File: config.mk
export PLATFORM = sky130hd
export DESIGN_NAME = fifo_rd_drain_flat
export DESIGN_NICKNAME = d
export VERILOG_FILES = /design/src/rtl/fifo_rd_drain_if.sv /design/src/rtl/fifo_rd_drain.sv /design/src/flat_wrapper.sv
export SDC_FILE = /design/constraint.sdc
export NUM_CORES = 1
export LEC_CHECK = 0
export BUFFER_PORTS_ARGS = -buffer_cell sky130_fd_sc_hd__buf_4
export CORE_UTILIZATION = 52
export CTS_CLUSTER_SIZE = 25
export DETAILED_ROUTE_END_ITERATION = 10
export GPL_ROUTABILITY_DRIVEN = 1
export PLACE_DENSITY = 0.78
export RECOVER_POWER = 50
export SLEW_MARGIN = 30
export SYNTH_ARGS = -nofsm -noshare
export SYNTH_HDL_FRONTEND = slang
export SYNTH_SLANG_ARGS = --single-unit
File: constraint.sdc
create_clock -name rclk -period 2.6 [get_ports rclk]
set_input_delay 0.26 -clock rclk [delete_from_list [all_inputs] [get_ports rclk]]
set_output_delay 0.26 -clock rclk [all_outputs]
set_load 0.01 [all_outputs]
File: src/rtl/fifo_rd_drain_if.sv
// FIFO read port plus downstream valid/ready stream for the read-side drain.
// master = the drain block, slave = FIFO/downstream environment.
interface fifo_rd_drain_if #(
  parameter int DATA = 8
);
  logic            rempty;
  logic [DATA-1:0] rdata;
  logic            rinc;
  logic            m_valid;
  logic [DATA-1:0] m_data;
  logic            m_ready;

  modport master (
    input  rempty, rdata, m_ready,
    output rinc, m_valid, m_data
  );

  modport slave (
    output rempty, rdata, m_ready,
    input  rinc, m_valid, m_data
  );
endinterface

File: src/rtl/fifo_rd_drain.sv
// Read-side consumer for the async FIFO: pops words into a 2-entry buffer and
// presents them as a registered valid/ready stream with flush and a pop counter.
module fifo_rd_drain #(
  parameter int DATA  = 8,
  parameter int CNT_W = 16
) (
  input  logic               rclk,
  input  logic               rrst,
  fifo_rd_drain_if.master    bus,
  input  logic               flush,
  output logic [1:0]         occupancy,
  output logic [CNT_W-1:0]   rd_count
);

  typedef enum logic [1:0] {
    EMPTY = 2'd0,
    ONE   = 2'd1,
    FULL2 = 2'd2
  } state_t;

  state_t          state, state_n;
  logic [DATA-1:0] slot0, slot0_n;
  logic [DATA-1:0] slot1, slot1_n;
  logic            m_fire;
  logic            push;

  // A pop into a full buffer is only legal when the head leaves the same cycle.
  assign bus.m_valid = (state != EMPTY) && !flush;
  assign m_fire      = bus.m_valid && bus.m_ready;
  assign push        = !rrst && !bus.rempty && !flush && ((state != FULL2) || m_fire);
  assign bus.rinc    = push;
  assign bus.m_data  = slot0;
  assign occupancy   = state;

  always_comb begin
    state_n = state;
    slot0_n = slot0;
    slot1_n = slot1;
    if (flush) begin
      state_n = EMPTY;
    end else begin
      unique case (state)
        EMPTY: begin
          if (push) begin
            state_n = ONE;
            slot0_n = bus.rdata;
          end
        end
        ONE: begin
          if (push && !m_fire) begin
            state_n = FULL2;
            slot1_n = bus.rdata;
          end else if (push && m_fire) begin
            slot0_n = bus.rdata;
          end else if (m_fire) begin
            state_n = EMPTY;
          end
        end
        FULL2: begin
          if (m_fire) begin
            slot0_n = slot1;
            if (push) slot1_n = bus.rdata;
            else      state_n = ONE;
          end
        end
        default: state_n = EMPTY;
      endcase
    end
  end

  always_ff @(posedge rclk or posedge rrst) begin
    if (rrst) begin
      state    <= EMPTY;
      slot0    <= '0;
      slot1    <= '0;
      rd_count <= '0;
    end else begin
      state <= state_n;
      slot0 <= slot0_n;
      slot1 <= slot1_n;
      if (push) rd_count <= rd_count + {{(CNT_W-1){1'b0}}, 1'b1};
    end
  end

endmodule
File: src/flat_wrapper.sv
// flat-port wrapper written by rule: the top's interface ports become plain ports
module fifo_rd_drain_flat 
#(
  parameter int DATA  = 8,
  parameter int CNT_W = 16
)
  (rclk, rrst, flush, occupancy, rd_count, bus_rempty, bus_rdata, bus_m_ready, bus_rinc, bus_m_valid, bus_m_data);
  fifo_rd_drain_if #(.DATA(DATA)) bus_i ();
  input  logic rclk;
  input  logic rrst;
  input  logic flush;
  output logic [1:0] occupancy;
  output logic [CNT_W-1:0] rd_count;
  input wire logic [$bits(bus_i.rempty)-1:0] bus_rempty;
  input wire logic [$bits(bus_i.rdata)-1:0] bus_rdata;
  input wire logic [$bits(bus_i.m_ready)-1:0] bus_m_ready;
  output wire logic [$bits(bus_i.rinc)-1:0] bus_rinc;
  output wire logic [$bits(bus_i.m_valid)-1:0] bus_m_valid;
  output wire logic [$bits(bus_i.m_data)-1:0] bus_m_data;
  assign bus_i.rempty = bus_rempty;
  assign bus_i.rdata = bus_rdata;
  assign bus_i.m_ready = bus_m_ready;
  assign bus_rinc = bus_i.rinc;
  assign bus_m_valid = bus_i.m_valid;
  assign bus_m_data = bus_i.m_data;
  fifo_rd_drain #(.DATA(DATA), .CNT_W(CNT_W)) u_core (.rclk(rclk), .rrst(rrst), .bus(bus_i), .flush(flush), .occupancy(occupancy), .rd_count(rd_count));
endmodule
==> impl_metrics.tcl <==
set metrics [dict create \
    post_cts.repair.setup_buffers 0 \
    fmax_mhz 440.1 \
    utilization_pct 66.93 \
    syn-num-nets 166 \
    firstDrtPassIters 4 \
    reg2reg_from "u_core.occupancy[0]" \
    grtUsageTotal_pct 20.66 \
    htreeDepth 2 \
    num_rows 20 \
    crit_slowest_cell "dfrtp_1" \
    path_cells "inv_1 > ha_1 > nand2b_1 > a211oi_4 > buf_4 > buf_4" \
    min_to "u_core.slot1[1]" \
    cp.required_ns 2.34 \
    tritoncts "built" \
    grt_max_degree 35 \
    outcome "finished with violations" \
    min_period_over_period_pct 87.39 \
    async_flop_share_pct 100.0 \
    cp_top_family "flip-flops" \
    routed-via-count 1202 \
    ios 41 \
    final_net_count 211 \
    arrival_ns 2.01 \
    die_w_um 58.74 \
    grt-ovfl-total 0 \
    synth_edf_count 0 \
    rsz0062_at_grt "no" \
    core_area_um2 3053 \
    max-cap-violations 1 \
    wirelength_mm 3.153 \
    clk_latency_ns 0.34 \
    irDropWorstVdd_v 0.0006165 \
    die-area_um2 3450 \
    ys_seq_area_share_pct 50.82 \
    worstMarginPinSlew_ns 1.789 \
    vias_per_cell 5.072 \
    drive_gt1_share_pct 25.91 \
    drc 0 \
    final_cell_mix "34 x dfrtp_1, 28 x buf_4, 16 x clkbuf_1" \
    drtAntennaViolNets 0 \
    postSynthCellCount 148 \
    cts_made_buffers 5 \
    powerDensity_nw_per_um2 761.1 \
    finalMaxSlewViolations 35 \
    synthDistinctLibCells 33 \
    finalClockSkew_ns 0.01136 \
    clk_pin_slew_ns 0.10 \
    antenna_found_initial 0 \
    crit_buf_inv 3 \
    grt_pass1_wl_mm 5.216 \
    cts.sinks 34 \
    total_power_mw 1.555 \
    drt_iter0_drc 51 \
    worstPathMaxFanout 6 \
    max_stage_delay_ns 0.42 \
    final-hold-violation-count 0 \
    post_cts_resize_count 0 \
    yosys_most_used_dff "dfrtp_1" \
    antenna_cells 0 \
    setup_violations 0 \
    dieHeight_um 58.74 \
    area_delta_synth_final_pct 22.05 \
    yosys_register_bits 34 \
    wl_per_cell_um 13.30 \
    critPathCaptureType "primary output" \
    reg2regPathDepth 7 \
    hold_path.class "input port to flop" \
    cts_hold_buf 0 \
    clockBufferDepth 2 \
    root_buffer "clkbuf_4" \
    synth_area_um2 1674 \
    final_common_cell "dfrtp_1" \
    path_common_cell "buf_4" \
    initial_utilization_pct 54.84 \
    cp-start-kind "flop" \
    ys.warnings.count 0 \
    hold_start "bus_rdata[1]" \
    max_slew_margin_pct -19.24 \
    violations "max-capacitance violations, max-slew violations" \
    min_period_ns 2.272 \
    timing.setup.tns_ns 0 \
    place_hpwl_mm 2.343 \
    avgSynthCellArea_um2 11.31 \
    timing.rr.end "u_core.slot1[6]" \
    whs_path_depth 2 \
    grt_pass1_vias 1215 \
    p_leak_nw 0.9537 \
    worstSetupPathType "flop to primary output" \
    port_buffers 40 \
    rrSetupSlack_ns 0.39 \
    gp_congestion 0.7640 \
]
per-layer routing:
| layer | routed length [um] | GRT usage (%) | vias up |
|---|---|---|---|
| met2 | 1517 | 33.44 | 37 |
| met4 | 65 | 11.22 | 0 |
| li1 | - | - | 594 |
| met3 | 192 | 5.934 | 7 |
| met5 | 0 | 0 | - |
| met1 | 1377 | 24.86 | 564 |
worst max path at each step:
stage,startpoint,end,slack (ns),cells past startpoint
floorplan,u_core.occupancy[0],u_core.rd_count[15],0.44,8
CTS,u_core.occupancy[0],bus_rinc,0.31,6
global placement,u_core.occupancy[0],u_core.slot1[1],0.51,7
detailed placement,u_core.occupancy[0],u_core.slot1[3],0.41,7
global route,u_core.occupancy[0],bus_rinc,0.19,6
finish,u_core.occupancy[0],bus_rinc,0.33,6
cells by family (layout without fill, tap and decap cells):
group,after synthesis,after routing,share of synthesized area (%)
AO/OA/AOI/OAI,18,18,6.875
XOR/XNOR,16,16,8.820
adder cells (fa/ha/maj),5,5,3.737
buffers and inverters,11,56,3.363
flip-flops,34,34,50.82
multiplexers,17,17,10.84
AND/OR/NAND/NOR,47,47,15.55
flip-flops by register name, indices dropped and copies added, names as in the netlist:
register	flops
u_core.rd_count	16
u_core.bus.m_data	8
u_core.slot1	8
u_core.occupancy	2
cell type report:
class	instances	area, um^2
fill	274	1010
clock inverter	1	30.03
multi-input combinational	103	767.0
sequential	34	850.8
tap	44	55.05
clock buffer	6	51.30
inverter	5	18.77
timing repair buffer	44	270.3
where the power goes:
| part | internal (mW) | switching (mW) | total (mW) |
|---|---|---|---|
| sequential | 0.672 | 0.101 | 0.773 |
| combinational | 0.197 | 0.196 | 0.393 |
| clock | 0.224 | 0.165 | 0.389 |
| total | 1.09 | 0.462 | 1.56 |
Yosys cell counts, drive strengths merged (4+ instances only):
cell type | n | share of area, %
xnor2 | 9 | 5.2
dfrtp | 34 | 51
nor3 | 4 | 1.2
mux2i | 8 | 4.8
inv | 5 | 1.1
nand2 | 15 | 3.4
nand3 | 5 | 1.8
ha | 5 | 3.7
mux2 | 9 | 6.1
xor2 | 7 | 3.7
o21ai | 12 | 3.6
nor2 | 10 | 2.2
stage by stage:
step	instance area (um^2)	instances	setup slack, ns	hold WS [ns]
2_1_floorplan	1674	148	0.4374	0.4016
3_3_place_gp	2022	230	0.5096	0.3923
3_5_place_dp	2022	230	0.4060	0.3950
4_1_cts	2103	237	0.3116	0.01345
5_1_grt	2043	237	0.1882	0.1418
6_report	2043	237	0.3279	0.1651
(Power assumes the default switching activity.)
